[config.mk]
export PLATFORM = sky130hd
export DESIGN_NAME = uart_cmd_parser
export DESIGN_NICKNAME = d
export VERILOG_FILES = /design/src/rtl/alu_sys_pkg.sv /design/src/rtl/interbyte_timer.sv /design/src/rtl/uart_cmd_parser.sv
export SDC_FILE = /design/constraint.sdc
export NUM_CORES = 1
export LEC_CHECK = 0
export CORE_MARGIN = 2
export CORE_UTILIZATION = 35
export DETAILED_ROUTE_END_ITERATION = 8
export SETUP_SLACK_MARGIN = 0.2
export SYNTH_ARGS = -nofsm -noshare
export SYNTH_HDL_FRONTEND = slang
export SYNTH_SLANG_ARGS = --single-unit
[constraint.sdc]
create_clock -name clk -period 4.2 [get_ports clk]
set_clock_uncertainty 0.15 [all_clocks]
set_input_delay 0.84 -clock clk [delete_from_list [all_inputs] [get_ports clk]]
set_output_delay 0.84 -clock clk [all_outputs]
set_load 0.05 [all_outputs]
[src/rtl/alu_sys_pkg.sv]
// Shared types and constants for the UART-driven ALU command path.
// The frame check byte is the XOR of the three payload bytes.
package alu_sys_pkg;

   typedef enum logic [2:0] {
      ST_IDLE    = 3'd0,
      ST_GET_OP  = 3'd1,
      ST_GET_A   = 3'd2,
      ST_GET_B   = 3'd3,
      ST_GET_CHK = 3'd4,
      ST_ISSUE   = 3'd5
   } state_e;

   localparam logic [7:0]  SYNC_BYTE_DEF = 8'hA5;
   localparam int unsigned OP_W          = 4;

   function automatic logic [7:0] frame_chk(input logic [7:0] op,
                                            input logic [7:0] a,
                                            input logic [7:0] b);
      return op ^ a ^ b;
   endfunction

endpackage

[src/rtl/interbyte_timer.sv]
// Idle-clock counter between received bytes; expired flags the last allowed idle clock.
// Clear has priority over enable, and an expiring cycle restarts the count.
module interbyte_timer #(
   parameter int unsigned LIMIT = 5_000_000
) (
   input  logic clk,
   input  logic reset,
   input  logic clr,
   input  logic en,
   output logic expired
);

   localparam int unsigned CW = (LIMIT > 1) ? $clog2(LIMIT) : 1;

   logic [CW-1:0] cnt_q;
   logic [CW-1:0] cnt_d;

   assign expired = en && !clr && (cnt_q == CW'(LIMIT - 1));

   // Next count: clear, restart on expiry, or advance while enabled.
   always_comb begin
      cnt_d = cnt_q;
      if (clr || expired) begin
         cnt_d = '0;
      end else if (en) begin
         cnt_d = cnt_q + CW'(1);
      end else begin
         cnt_d = cnt_q;
      end
   end

   // Count register.
   always_ff @(posedge clk) begin
      if (reset) begin
         cnt_q <= '0;
      end else begin
         cnt_q <= cnt_d;
      end
   end

endmodule

[src/rtl/uart_cmd_parser.sv]
// Parses SYNC/OP/A/B/CHK byte frames into ALU commands with a valid/ready handshake.
// All outputs come straight from flops; rx_valid and cmd_ready only steer next state.
module uart_cmd_parser
   import alu_sys_pkg::*;
#(
   parameter logic [7:0]  SYNC_BYTE      = SYNC_BYTE_DEF,
   parameter int unsigned TIMEOUT_CYCLES = 5_000_000,
   parameter int unsigned NUM_OPS        = 8
) (
   input  logic            clk,
   input  logic            reset,
   input  logic [7:0]      rx_data,
   input  logic            rx_valid,
   input  logic            auth,
   input  logic            cmd_ready,
   output logic            cmd_valid,
   output logic [OP_W-1:0] cmd_op,
   output logic [7:0]      cmd_a,
   output logic [7:0]      cmd_b,
   output logic            err_chk,
   output logic            err_op,
   output logic            err_auth,
   output logic            err_timeout,
   output logic            err_overrun,
   output logic [7:0]      frame_cnt
);

   state_e          state_q, state_d;
   logic [7:0]      op_q, op_d, a_q, a_d, b_q, b_d;
   logic [OP_W-1:0] cmd_op_q, cmd_op_d;
   logic [7:0]      cmd_a_q, cmd_a_d, cmd_b_q, cmd_b_d;
   logic            cmd_valid_q, cmd_valid_d;
   logic            err_chk_q, err_chk_d, err_op_q, err_op_d, err_auth_q, err_auth_d;
   logic            err_tmo_q, err_tmo_d, err_ovr_q, err_ovr_d;
   logic [7:0]      frame_cnt_q, frame_cnt_d;
   logic            timing_s, tmr_clr_s, tmr_expired_s;

   assign timing_s  = (state_q == ST_GET_OP) || (state_q == ST_GET_A) ||
                      (state_q == ST_GET_B)  || (state_q == ST_GET_CHK);
   assign tmr_clr_s = rx_valid || !timing_s;

   interbyte_timer #(.LIMIT(TIMEOUT_CYCLES)) u_timer (
      .clk     (clk),
      .reset   (reset),
      .clr     (tmr_clr_s),
      .en      (timing_s),
      .expired (tmr_expired_s)
   );

   // Next-state and output decode; a received byte always wins over a timeout.
   always_comb begin
      state_d     = state_q;
      op_d        = op_q;
      a_d         = a_q;
      b_d         = b_q;
      cmd_op_d    = cmd_op_q;
      cmd_a_d     = cmd_a_q;
      cmd_b_d     = cmd_b_q;
      err_chk_d   = 1'b0;
      err_op_d    = 1'b0;
      err_auth_d  = 1'b0;
      err_tmo_d   = 1'b0;
      err_ovr_d   = 1'b0;
      frame_cnt_d = frame_cnt_q;
      case (state_q)
         ST_IDLE: begin
            if (rx_valid && (rx_data == SYNC_BYTE)) begin
               state_d = ST_GET_OP;
            end else begin
               state_d = ST_IDLE;
            end
         end
         ST_GET_OP, ST_GET_A, ST_GET_B: begin
            if (rx_valid) begin
               if (state_q == ST_GET_OP) begin
                  op_d    = rx_data;
                  state_d = ST_GET_A;
               end else if (state_q == ST_GET_A) begin
                  a_d     = rx_data;
                  state_d = ST_GET_B;
               end else begin
                  b_d     = rx_data;
                  state_d = ST_GET_CHK;
               end
            end else if (tmr_expired_s) begin
               err_tmo_d = 1'b1;
               state_d   = ST_IDLE;
            end else begin
               state_d = state_q;
            end
         end
         ST_GET_CHK: begin
            if (rx_valid) begin
               state_d = ST_IDLE;
               if (rx_data != frame_chk(op_q, a_q, b_q)) begin
                  err_chk_d = 1'b1;
               end else if (32'(op_q) >= NUM_OPS) begin
                  err_op_d = 1'b1;
               end else if (!auth) begin
                  err_auth_d = 1'b1;
               end else begin
                  state_d  = ST_ISSUE;
                  cmd_op_d = op_q[OP_W-1:0];
                  cmd_a_d  = a_q;
                  cmd_b_d  = b_q;
               end
            end else if (tmr_expired_s) begin
               err_tmo_d = 1'b1;
               state_d   = ST_IDLE;
            end else begin
               state_d = ST_GET_CHK;
            end
         end
         ST_ISSUE: begin
            err_ovr_d = rx_valid;
            if (cmd_ready) begin
               state_d     = ST_IDLE;
               frame_cnt_d = frame_cnt_q + 8'd1;
            end else begin
               state_d = ST_ISSUE;
            end
         end
         default: begin
            state_d = ST_IDLE;
         end
      endcase
      cmd_valid_d = (state_d == ST_ISSUE);
   end

   // State and output registers.
   always_ff @(posedge clk) begin
      if (reset) begin
         state_q     <= ST_IDLE;
         op_q        <= 8'h00;
         a_q         <= 8'h00;
         b_q         <= 8'h00;
         cmd_op_q    <= '0;
         cmd_a_q     <= 8'h00;
         cmd_b_q     <= 8'h00;
         cmd_valid_q <= 1'b0;
         err_chk_q   <= 1'b0;
         err_op_q    <= 1'b0;
         err_auth_q  <= 1'b0;
         err_tmo_q   <= 1'b0;
         err_ovr_q   <= 1'b0;
         frame_cnt_q <= 8'h00;
      end else begin
         state_q     <= state_d;
         op_q        <= op_d;
         a_q         <= a_d;
         b_q         <= b_d;
         cmd_op_q    <= cmd_op_d;
         cmd_a_q     <= cmd_a_d;
         cmd_b_q     <= cmd_b_d;
         cmd_valid_q <= cmd_valid_d;
         err_chk_q   <= err_chk_d;
         err_op_q    <= err_op_d;
         err_auth_q  <= err_auth_d;
         err_tmo_q   <= err_tmo_d;
         err_ovr_q   <= err_ovr_d;
         frame_cnt_q <= frame_cnt_d;
      end
   end

   assign cmd_valid   = cmd_valid_q;
   assign cmd_op      = cmd_op_q;
   assign cmd_a       = cmd_a_q;
   assign cmd_b       = cmd_b_q;
   assign err_chk     = err_chk_q;
   assign err_op      = err_op_q;
   assign err_auth    = err_auth_q;
   assign err_timeout = err_tmo_q;
   assign err_overrun = err_ovr_q;
   assign frame_cnt   = frame_cnt_q;

endmodule

==> results.txt, run 1 <==
* Layout area overhead: 21.0%
* Number of detailed-routing iterations run before antenna repair: 5
- Average wire per standard cell: about 13 um
* Number of antenna violations at the first check in global routing: 0
- Met2 capacity usage during global routing: 0.206
* GRT met3 Usage: 0.0362
- For this configuration, the core starts out at a cell density of 0.356.
* Count of inserted antenna diode cells: 0
* Inst Count DP: about 560
- Shortest period the worst path allows: roughly 2.9 ns
- STA puts the critical path data required time at 4.27 ns.
* Busiest metal layer after global routing: met2
* Setup violators final: 0
- No sink is reached through more buffers than the 2 on the longest clock path.
- After clock tree synthesis, the setup repair step added 0 buffers.
* Row Count: 37
- Vias per inst: between 4 and 5
* Worst path cell trace: clkdlybuf4s50_1 -> xnor2_1 -> xnor2_1 -> nand4_1 -> nor4_4 -> buf_4 -> mux2i_1 -> nor2_1
- In this run the most critical hold path is launched from u_timer.cnt_q[0]$_SDFFE_PP0N_.
- Along the worst path, the maximum fanout reaches 14.
- Max-cap violations in this run came to 0.
- For this block, the initial DRC count from the detailed router was 201.
- # H-tree levels: 3
* Aggregate routed wire length: 7.50 mm
* Post-synthesis cell area: between 0.003 and 0.004 mm^2
* Reg2Reg Depth: 5
* Sinks on the clock net: 84
- Number of placed I/O pins: 47
- Port buffering added 46 buffers.
- The routed layout has between 2000 and 3000 vias.
- Remaining number of nets flagged by the antenna check after routing: 0
- Worst Setup End Kind: flip-flop
* Top cells by area in the synthesized netlist: sky130_fd_sc_hd__dfxtp_1, sky130_fd_sc_hd__mux2i_1, sky130_fd_sc_hd__xnor2_1
* Global-route total usage across every layer: 0.142
- Summed over all nets, the half-perimeter wirelength after detailed placement is 5.30 mm.
* Average cell area after synthesis: just over 9 um^2
- The filler cells instantiated in the layout total roughly 1000.
- Clock latency reported for the late side of the worst-skew pair: around 0.35 ns
- Residual overflow from global routing: 0
* Leakage dissipation: roughly 1.4 nW
- Setup slack of the worst register-to-register path: about 1.8 ns
- Type of origin of the critical path: input port
- Post-CTS repair changed the size of 0 cells.
* Share of synthesized flip-flops with an asynchronous set or reset: 0
* Library cell contributing the largest single delay on the critical path: sky130_fd_sc_hd__clkdlybuf4s50_1
* Net count after synthesis: ~400
- TritonCTS built the clock tree.
* Root Buffer Master: sky130_fd_sc_hd__clkbuf_8
* Register clock-pin slew on the reported worst setup and hold paths: ~0.07 ns
- For this run, the leading register cell type out of synthesis is sky130_fd_sc_hd__dfxtp_1.
* Post-synthesis register bit count: 84
* Measured slew at the worst slew-check pin: 0.546 ns
* Pwr/cell area: 333 mW/mm^2
- DRC violation count after routing: 0
- End of the worst hold path: u_timer.cnt_q[0]$_SDFFE_PP0N_
* Synth unique cells: 41
* Proportion of netlist area held by the largest area contributor: 0.462
- Hold WC Path Type: flip-flop to flip-flop
- Proportion of synthesized chip area in sequential cells: 0.462
* Area occupied by multi-input gates: about 0.0018 mm^2
- Share of final-layout standard cells stronger than drive strength 1: 0.0642
- Static timing analysis puts the maximum clock frequency at 346 MHz.
- Maximum resistive drop on vdd: between 0.15 and 0.2 mV
* Number of enable flip-flop cells after synthesis: 0
* Setup_tns: 0 ns
- The max-slew violation count is 0.
- Data arrival time of the worst path: between 2 and 3 ns
- Startpoint of the most critical register-to-register path: state_q[2]$_SDFF_PP0_
- Across the whole layout, storage elements account for 0.00168 mm^2.
* Final Cycle Share: 0.687
* Final layout net count: roughly 450
- FF-to-FF End: u_timer.cnt_q[21]$_SDFFE_PP0N_
- The run finished with clean final reports.
* Synthesis Warnings: 0
- Cells after Synth: between 300 and 400
- The worst setup path is of the input port to flip-flop kind.
- Clock buffer count from CTS: 9
* Placer's final routability congestion estimate: approximately 0.76
- Excluding fillers, the count of instances in the completed layout stands at ~570.
* First-pass GRT wire length: ~13 mm
* Vertical die dimension: 106 um
- The largest single stage delay on the critical path is around 0.51 ns.
- Entering global routing, the biggest net connects 35 pins.
* Core box area: slightly above 0.01 mm^2
- For met1 alone, demand over resource in global routing was 0.205.
- Vias in the first global route: 2554
* Setup repair after global routing missed its margin: no
- Post-synthesis cell type with the largest combined area: sky130_fd_sc_hd__dfxtp_1
- Die width: around 110 um
- In this run, post-CTS hold repair placed 0 buffers.
- The cell that appears most often on the critical path is sky130_fd_sc_hd__xnor2_1.
- Counting instances, the worst hold path has a depth of 1.
- Die area: about 0.011 mm^2
- Headroom to the max-slew limit came out at 0.635.
* Final hold violations: 0
[cell families (layout without fill, tap and decap cells)]
group | Yosys count | count (layout) | share of synthesized area
compound gates | 24 | 24 | 0.0392
xor+xnor | 50 | 50 | 0.120
fa+ha+maj | 2 | 2 | 0.00687
buf+inv | 22 | 69 | 0.0323
flops | 84 | 84 | 0.462
mux | 36 | 36 | 0.0990
simple gates | 171 | 171 | 0.241
[power by group]
| group | internal (mW) | total (mW) | switching [mW] | leakage (nW) |
|---|---|---|---|---|
| sequential | 0.796 | 0.796 | 0.000193 | 0.676 |
| clock | 0.348 | 0.630 | 0.282 | 0.109 |
| combinational | 0.0174 | 0.0415 | 0.0240 | 0.618 |
| total | 1.16 | 1.47 | 0.306 | 1.40 |
[Yosys cell counts, drive strengths merged, types with 5 or more instances]
master / count
dfxtp: 84
nor2: 76
mux2i: 36
xnor2: 32
nand2: 31
xor2: 18
a21oi: 13
nand4: 12
nand3: 11
buf: 9
nor3: 9
and3: 8
clkbuf: 8
inv: 5
nor4: 5
nor4b: 5
o21ai: 5
[worst max-delay path by stage]
stage | startpoint | endpoint | slack [ns] | depth (start not counted)
6_report | rx_data[7] | cmd_op[1]$_SDFFE_PP0P_ | 1.31 | 8
5_1_grt | rx_data[7] | cmd_b[1]$_SDFFE_PP0P_ | 1.17 | 8
2_1_floorplan | rx_data[0] | cmd_a[5]$_SDFFE_PP0P_ | 1.81 | 7
3_3_place_gp | rx_data[6] | cmd_op[1]$_SDFFE_PP0P_ | 1.00 | 8
4_1_cts | rx_data[7] | cmd_op[1]$_SDFFE_PP0P_ | 1.32 | 8
3_5_place_dp | rx_data[7] | cmd_op[1]$_SDFFE_PP0P_ | 0.96 | 8
[state kept, by name, indices dropped and copies added (netlist names)]
register / cells
u_timer.cnt_q: 23
cmd_valid: 1
err_overrun: 1
cmd_op: 4
b_q: 8
state_q: 3
err_timeout: 1
a_q: 8
err_chk: 1
cmd_b: 8
err_auth: 1
err_op: 1
frame_cnt: 8
op_q: 8
cmd_a: 8
[cell type report]
class | instances | area share
clock inverter | 4 | 0.0168
timing repair buffer | 49 | 0.108
clock buffer | 11 | 0.0321
tap | 136 | 0.0386
sequential | 84 | 0.382
inverter | 5 | 0.00426
multi-input combinational | 283 | 0.418
[per-layer routing]
metal | routed length (um) | up-vias | part of all wire
met5 | 0 | - | 0
met4 | 121 | 0 | 0.016
met3 | 346 | 11 | 0.046
met2 | 3240 | 66 | 0.43
met1 | 3790 | 1277 | 0.51
li1 | - | 1394 | -
[worst max-delay path, delay by kind of cell]
kind / cells / cell delay, ns
buffers and inverters: 2 / 0.82
and+or+nand+nor: 3 / 0.62
xor gates and xnor gates: 2 / 0.44
muxes: 1 / 0.23
[metrics by stage]
step           hold WS, ns   util  setup slack (ns)  power (mW)  area [um^2]
2_1_floorplan        0.280      -              1.81       0.835         3640
3_3_place_gp         0.299  0.410              1.00       0.857         4190
4_1_cts              0.332  0.431              1.32        1.49         4410
5_1_grt              0.351  0.431              1.17        1.52         4410
6_report             0.326  0.431              1.31        1.47         4410
3_5_place_dp         0.319  0.410             0.956       0.856         4190
[cell usage in the layout, fill, tap and decap left out, drive strengths merged]
| cell type | count |
|---|---|
| a221oi | 1 |
| dfxtp | 84 |
| ha | 2 |
| clkinv | 2 |
| nand4b | 1 |
| mux2i | 36 |
| buf | 4 |
| and3 | 8 |
| and2b | 1 |
| nor4 | 5 |
| nand2b | 1 |
| nor4b | 5 |
| nor3 | 9 |
| o21ai | 5 |
| and4b | 1 |
| xnor2 | 32 |
| nor2 | 76 |
| clkbuf | 11 |
| inv | 5 |
| and4 | 1 |
| a31oi | 1 |
| bufinv | 2 |
| nand3 | 11 |
| clkdlybuf4s50 | 45 |
| a211oi | 1 |
| o21a | 1 |
| or3 | 4 |
| a21oi | 13 |
| nand2 | 31 |
| or2 | 1 |
| nor2b | 2 |
| nor3b | 2 |
| o22ai | 1 |
| a31o | 1 |
| nand4 | 12 |
| xor2 | 18 |
No activity file was read; power rests on OpenSTA's default activity.
==> run 2, diff against run 1 <==
==> constraint.sdc (replaced) <==
create_clock -name clk -period 2.6 [get_ports clk]
set_clock_uncertainty 0.15 [all_clocks]
set_input_delay 0.52 -clock clk [delete_from_list [all_inputs] [get_ports clk]]
set_output_delay 0.52 -clock clk [all_outputs]
set_load 0.05 [all_outputs]
==> results.txt, run 2 (synthesis results as in run 1) <==
- Internal power of the cells: 1.86 mW (+60%)
- Aggregate routed wire length: 7.80 mm (+3.9%)
- The worst setup path is of the input port to flip-flop kind.
- Tightest slew margin relative to the limit: 0.637 (+0.00155)
- The relative contribution of the clock network to total power is 0.420 (-0.010).
* FMAX: about 430 MHz
- Number of buffers inserted by hold repair at cts: 0 (unchanged)
- The number of sinks handled by clock tree synthesis came to 84 (unchanged).
- Filler Cells Inserted: 997 (+0.10%)
- The starting DRC count in detailed routing was 96 (-52%).
- The flow ran to the end, and the final reports show no timing, DRC or antenna violations.
- Biggest register: u_timer.cnt_q
* Via count of the routed design: 2800 (+1.9%)
- Maximum resistive drop on vdd: 0.237 mV (+58%)
- Clock buffer count from CTS: 9 (unchanged)
- Detailed placement HPWL: 5.51 mm (+3.9%)
- Register clock-pin slew on the reported worst setup and hold paths: 0.08 ns (about the same)
- The row count is 37 (unchanged).
- TritonCTS clock tree: done
- The switching share of power was 0.212 (+0.00312).
* Storage element area: 0.00168 mm^2 (unchanged)
- The setup slack of the most critical reg-to-reg path is 0.45 ns (-1.32 ns).
- Data required, critical path: 2.68 ns (-1.59 ns)
- First-pass GRT wire length: 13.0 mm (+2.7%)
* Final core utilization: 0.453 (+0.0225)
* Shortest period the worst path allows: 2.31 ns
- The chip width came to 106 um (unchanged).
- The number of global-route vias before repair came to 2688 (+5.2%).
* Average wire per standard cell: 13.1 um (about the same)
- Core box area: 0.0102 mm^2 (unchanged)
* Setup violators final: 0 (unchanged)
- The routability congestion estimate from global placement is 0.803 (+5.3%).
* Number of antenna violations at the first check in global routing: 0 (unchanged)
- Number of placed I/O pins: 47 (unchanged)
- Count of pins over their slew limit: 0 (unchanged)
- Final Cycle Share: 0.890
- The worst setup path is captured at a flip-flop.
- The area used by multi-input combinational logic is 0.00186 mm^2 (+0.81%).
* Count of non-filler cells in the finished layout: 595 (+4.0%)
- The library cell used most frequently in the layout, excluding fill and tap cells, is sky130_fd_sc_hd__dfxtp_1.
* Global-route total usage across every layer: 0.146 (+0.00369)
* Pwr/cell area: 508 mW/mm^2 (+52%)
- The top cell types in the final layout, fill and taps aside, are sky130_fd_sc_hd__dfxtp_1, sky130_fd_sc_hd__nor2_1, sky130_fd_sc_hd__clkdlybuf4s50_1.
- The clock tree buffer depth was 2 (unchanged).
- Hold WC Path Type: flip-flop to flip-flop
* DRC violation count after routing: 0 (unchanged)
- Compared with the post-synthesis result, the final layout area differs by 27.3%.
* # H-tree levels: 3 (unchanged)
- The post-detailed-route via-to-cell ratio came to 4.71 (-2.0%).
- Flip-flop count of the largest register, all copies and words added: 23 (unchanged)
- The static leakage power is 1.57 nW (+12%).
- Measured slew at the worst slew-check pin: 0.541 ns (-0.00589 ns)
- The data arrival time of the critical path came to 2.40 ns (-0.55 ns).
* Final layout net count: 470 (+5.1%)
* Residual overflow from global routing: 0 (unchanged)
- # Max-Cap Violations: 0 (unchanged)
- Starting density of the core: 0.356 (unchanged)
- Number of detailed-routing iterations run before antenna repair: 6 (+1)
* Type of origin of the critical path: input port
* Clock latency reported for the late side of the worst-skew pair: 0.36 ns (about the same)
* Switching component of the power: 499 uW (+63%)
- Root Buffer Master: sky130_fd_sc_hd__clkbuf_8
* Die area: 0.0112 mm^2 (unchanged)
* Setup repair after global routing missed its margin: no
* Reg power frac: 0.546 (+0.004)
* Inst Count DP: 577 (+3.6%)
- Share of final-layout standard cells stronger than drive strength 1: 0.115 (+0.0512)
* Vertical die dimension: 106 um (unchanged)
- Remaining number of nets flagged by the antenna check after routing: 0 (unchanged)
* Count of inserted antenna diode cells: 0 (unchanged)
* Largest fanout on the critical path: 9 (-5)
- The final hold violation count was 0 (unchanged).
- The share of total power in combinational logic came to 0.034 (+0.006).
- Count of input and output buffers: 46 (unchanged)
* Largest net degree at the start of global routing: 47 (+34%)
run 2: repair_timing:
item / 4_1_cts / 5_1_grt
gates resized for setup: 0 / 6
buffers inserted: 0 / 2
gates cloned: 0 / 1
pin swaps: 1 / 6
setup endpoints to repair: 1 / 20
hold endpoints to repair: 0 / 0
run 2: final timing paths:
check | startpoint | end | cells after the start
setup / recovery | rx_data[7] | cmd_a[4]$_SDFFE_PP0P_ | 9
hold / removal | u_timer.cnt_q[0]$_SDFFE_PP0N_ | u_timer.cnt_q[0]$_SDFFE_PP0N_ | 1
setup reg to reg | state_q[1]$_SDFF_PP0_ | u_timer.cnt_q[21]$_SDFFE_PP0N_ | 6
hold reg to reg | u_timer.cnt_q[0]$_SDFFE_PP0N_ | u_timer.cnt_q[0]$_SDFFE_PP0N_ | 1
run 2: final cells by class:
type                            count  area share
Clock inverter                      5      0.0167
Sequential cell                    84       0.363
Inverter                            5     0.00405
Clock buffer                       10      0.0275
Timing Repair Buffer               72       0.152
Multi-Input combinational cell    283       0.401
Tap cell                          136      0.0367
run 2: critical path, cell delays in order:
cell and delay, ns:
sky130_fd_sc_hd__clkdlybuf4s50_1 0.47, sky130_fd_sc_hd__xnor2_1 0.17, sky130_fd_sc_hd__xnor2_1 0.25, sky130_fd_sc_hd__nand4_1 0.21, sky130_fd_sc_hd__nor4_4 0.19, sky130_fd_sc_hd__buf_4 0.18, sky130_fd_sc_hd__buf_12 0.14, sky130_fd_sc_hd__mux2i_1 0.19
sky130_fd_sc_hd__nor2_1 0.06
run 2: power groups by stage:
stage	sequential, mW	clock [mW]	combinational [mW]
after floorplan	1.32	0	0.0325
after global placement	1.32	0	0.0794
after detailed placement	1.32	0	0.0790
after CTS	1.29	1.01	0.0794
after global routing	1.29	1.07	0.0863
final	1.29	0.989	0.0797
run 2: per-stage QoR:
stage	TNS [ns]	hold WS [ns]	worst slack [ns]	total power [mW]	cell area [um^2]
5_1_grt	0	0.347	0.216	2.44	4640
3_3_place_gp	-1.75	0.298	-0.105	1.40	4370
3_5_place_dp	-2.98	0.311	-0.185	1.39	4370
4_1_cts	0	0.329	0.205	2.38	4570
2_1_floorplan	0	0.280	0.528	1.35	3640
6_report	0	0.321	0.286	2.35	4640
run 2: per-layer routing:
metal | wire, um | GRT usage | share of wire | vias to the layer above
li1 | - | - | - | 1446
met1 | 3910 | 0.193 | 0.50 | 1296
met2 | 3420 | 0.228 | 0.44 | 47
met3 | 338 | 0.0374 | 0.043 | 11
met4 | 137 | 0.0592 | 0.018 | 0
met5 | 0 | 0 | 0 | -
==> edit 1 (settings of run 2) <==
Encoding of `state_e`: now one-hot (6 bits for 6 states).
--- a/src/rtl/alu_sys_pkg.sv
+++ b/src/rtl/alu_sys_pkg.sv
@@ -2,13 +2,13 @@
 // The frame check byte is the XOR of the three payload bytes.
 package alu_sys_pkg;
 
-   typedef enum logic [2:0] {
-      ST_IDLE    = 3'd0,
-      ST_GET_OP  = 3'd1,
-      ST_GET_A   = 3'd2,
-      ST_GET_B   = 3'd3,
-      ST_GET_CHK = 3'd4,
-      ST_ISSUE   = 3'd5
+   typedef enum logic [5:0] {
+      ST_IDLE    = 6'b000001,
+      ST_GET_OP  = 6'b000010,
+      ST_GET_A   = 6'b000100,
+      ST_GET_B   = 6'b001000,
+      ST_GET_CHK = 6'b010000,
+      ST_ISSUE   = 6'b100000
    } state_e;
 
    localparam logic [7:0]  SYNC_BYTE_DEF = 8'hA5;
Check against the original RTL: same outputs for any inputs over 4 cycles, from zero or initial values and one cycle with reset high; so few cycles prove little.
==> edit 1 against run 2 <==
Worst setup slack better by 0.026 ns. Total power is 18% higher. Largest cell class unchanged. Sequential cell count is 3 higher. Synthesized cell count is 17% higher. Global-route usage is 1.4 points higher. Area after synthesis is 12% higher. Routed wire length is 26% higher. Design area is 10% higher.
==> edit 1: results <==
metrics = {
    "run_status": {
        "status": "finished clean",
    },
    "sta": {
        "worst_pin_slew_ns": 0.6092,
    },
    "min_path": {
        "whs_path_depth": 1,
    },
    "worst_setup_path": {
        "cp-endpoint": "frame_cnt[0]",
        "rrSetupSlack_ns": 0.33,
        "crit_arrival_ns": 1.62,
        "crit_path_max_incr_delay_ns": 0.84,
        "cp_max_fo": 6,
        "startpoint": "frame_cnt[0]$_SDFFE_PP0P_",
        "r2r-end": "u_timer.cnt_q[16]$_SDFFE_PP0N_",
        "r2r_cells": 7,
    },
    "route": {
        "wl_met3_um": 447,
        "drt_first_pass_iters": 5,
        "met1_length_um": 4475,
        "drtIter0Drc": 170,
        "wl_per_cell_um": 15.11,
        "vias_per_cell": 5.408,
    },
    "placed_design": {
        "post-place-cells": 634,
        "dpl.hpwl_um": 6744,
        "gp_congestion": 0.8066,
    },
    "grt": {
        "grt_pass1_vias": 3403,
        "met1_usage_pct": 20.28,
        "grt_first_pass_wirelength_um": 16500,
        "use_met3_pct": 4.536,
        "grt_usage_pct": 16.02,
        "grt_max_degree": 59,
    },
    "clocking": {
        "clock-root-buffer": "clkbuf_16",
        "cts.clk_slew.worst_paths_ns": 0.06,
    },
    "pwr": {
        "leakage_nw": 1.668,
        "intPower_mw": 2.155,
    },
    "yosys": {
        "ys_top_cells_by_area": "dfxtp_1 (43%), xnor2_1 (8.4%), mux2i_1 (6.1%), nor2_1 (5.4%), nand4_1 (4.7%)",
        "syn-num-nets": 471,
        "synthDistinctLibCells": 45,
        "avgSynthCellArea_sq_um": 8.970,
        "netlist_top_cells_count": "dfxtp_1 (87), nor2_1 (59), xnor2_1 (39)",
        "yosysSeqAreaShare_pct": 42.58,
    },
    "finish": {
        "layout-drive-gt1-share_pct": 10.45,
        "n_antenna_cell": 0,
        "fillCellCount": 1138,
    },
}
edit 1: through the flow:
stage	setup WS (ns)	power (mW)	cell area, sq um
2_1_floorplan	0.4595	1.404	4090
6_report	0.3127	2.785	5112
3_3_place_gp	0.1449	1.450	4785
4_1_cts	0.2957	2.809	5099
5_1_grt	0.1979	2.870	5112
3_5_place_dp	0.07688	1.451	4785
edit 1: power groups by stage:
stage / sequential, mW / combinational (mW) / clock, mW
after global routing: 1.33 / 0.0956 / 1.44
after detailed placement: 1.36 / 0.0879 / 0
final: 1.33 / 0.0886 / 1.36
after global placement: 1.36 / 0.0877 / 0
after floorplan: 1.36 / 0.0411 / 0
after CTS: 1.33 / 0.0884 / 1.39
edit 1: how the worst min path moves through the flow:
stage                               endpoint  slack, ns
4_1_cts        u_timer.cnt_q[0]$_SDFFE_PP0N_       0.32
2_1_floorplan  u_timer.cnt_q[0]$_SDFFE_PP0N_       0.27
3_5_place_dp   u_timer.cnt_q[0]$_SDFFE_PP0N_       0.30
6_report       u_timer.cnt_q[0]$_SDFFE_PP0N_       0.31
3_3_place_gp   u_timer.cnt_q[0]$_SDFFE_PP0N_       0.28
5_1_grt                cmd_a[0]$_SDFFE_PP0P_       0.33
edit 1: cell families after synthesis:
| kind of cell | count (synthesis) | share of synthesized area, % |
|---|---|---|
| xor gates and xnor gates | 52 | 11.13 |
| muxes | 25 | 6.118 |
| adders and majority gates | 2 | 0.6117 |
| DFF | 87 | 42.58 |
| AOI/OAI and AO/OA | 57 | 9.208 |
| and+or+nand+nor | 195 | 26.49 |
| buffers and inverters | 38 | 3.854 |
edit 1: final cells by class:
class	count	area share, %
flip-flops and latches	87	34.09
repair buffers	69	12.78
inverters	4	0.2937
clock buffers	10	4.674
clock inverters	6	1.468
multi-input cells	331	43.20
well taps	143	3.500
==> edit 2 (settings of run 2) <==
Made on the original files. Set the package constant `OP_W` to 6 (it was 4).
--- a/src/rtl/alu_sys_pkg.sv
+++ b/src/rtl/alu_sys_pkg.sv
@@ -12,7 +12,7 @@
    } state_e;
 
    localparam logic [7:0]  SYNC_BYTE_DEF = 8'hA5;
-   localparam int unsigned OP_W          = 4;
+   localparam int unsigned OP_W          = 6;
 
    function automatic logic [7:0] frame_chk(input logic [7:0] op,
                                             input logic [7:0] a,
Ports: changed (resized cmd_op); port bits go from 47 to 49. No check against the original RTL was run, so the function may have changed too.
==> edit 2 against run 2 <==
Total power increased by 24%. Synthesized cell count increased by 12%. Area after synthesis increased by 8.7%. Routed wire length increased by 14%. Worst setup slack improved by 0.0054 ns. Design area increased by 8.9%. Sequential cell count increased by 2. First-iteration DRC count increased by 47%. Largest cell class unchanged.
==> edit 2: results <==
metrics = {
    "pwr": {
        "irDropWorstVdd_v": 0.0003484,
        "switching_share_pct": 20.47,
        "pwr-share-clk_pct": 48.8,
        "pg_comb_mw": 0.157,
    },
    "route": {
        "vias_per_cell": 4.784,
        "wl_met2_um": 4374,
        "drtIter0Drc": 141,
        "wl_per_cell_um": 13.79,
        "wl_met3_um": 411,
        "drt_first_pass_iters": 4,
        "met1_length_um": 4012,
    },
    "finish": {
        "fin_nets": 515,
        "largest_reg_flops": 23,
        "fillCellCount": 1059,
        "layout-drive-gt1-share_pct": 10.30,
    },
    "placed_design": {
        "gp_congestion": 0.7696,
        "dpl_worst_slack_ns": -0.04056,
        "dpl.hpwl_um": 6142,
        "portBuffers": 48,
    },
    "worst_setup_path": {
        "cp-endpoint": "u_timer.cnt_q[3]$_SDFFE_PP0N_",
        "crit_path_max_incr_delay_ns": 0.65,
        "r2r_start": "op_q[4]$_SDFFE_PP0P_",
        "cp_max_fo": 23,
        "startpoint": "rx_valid",
        "cp_slowest_cell": "or4b_2",
        "crit_arrival_ns": 2.38,
        "r2r-end": "cmd_op[1]$_SDFFE_PP0P_",
        "critical_path.top_delay_family": "simple AND/OR/NAND/NOR gates",
    },
    "clocking": {
        "clock-root-buffer": "clkbuf_16",
        "cts.clk_slew.worst_paths_ns": 0.06,
        "cts_made_buffers": 9,
        "clk_latency_ns": 0.34,
    },
    "grt": {
        "use_met3_pct": 5.291,
        "grt_pass1_vias": 2920,
        "met1_usage_pct": 18.76,
        "grt_max_degree": 34,
        "grt_usage_pct": 15.33,
        "use_met2_pct": 25.46,
        "grt_first_pass_wirelength_um": 14260,
    },
    "sta": {
        "timing.hold.ws_ns": 0.2947,
        "max_freq_mhz": 433.2,
    },
    "yosys": {
        "yosysSeqAreaShare_pct": 43.52,
        "ys_async_sr_fraction_pct": 0,
        "ys_top_cells_by_area": "dfxtp_1 (44%), xnor2_1 (8.9%), mux2i_1 (7.3%), nand2b_1 (6.0%), nor2_1 (4.7%)",
        "synthDistinctLibCells": 45,
        "syn-num-nets": 451,
    },
    "run_status": {
        "status": "finished clean",
    },
}
[edit 2: through the flow]
stage / cells / cell area, sq um / total power [mW]
CTS: 644 / 5020 / 2.956
global placement: 628 / 4684 / 1.519
finish: 645 / 5047 / 2.916
global route: 645 / 5047 / 3.025
detailed placement: 628 / 4684 / 1.521
floorplan: 436 / 3956 / 1.454
[edit 2: layout make-up]
cell class | count | area, sq um | share of cell area [%]
Timing Repair Buffer | 73 | 705.7 | 13.98
Tap cell | 140 | 175.2 | 3.471
Inverter | 9 | 33.78 | 0.6693
Clock inverter | 3 | 65.06 | 1.289
Multi-Input combinational cell | 321 | 2076 | 41.13
Sequential cell | 86 | 1722 | 34.11
Clock buffer | 13 | 270.3 | 5.354
[edit 2: kinds of logic after synthesis]
group	share of synthesized area, %
compound gates	4.491
xor+xnor	11.73
fa+ha+maj	0.6324
buf+inv	4.080
flops	43.52
mux	7.337
simple gates	28.21
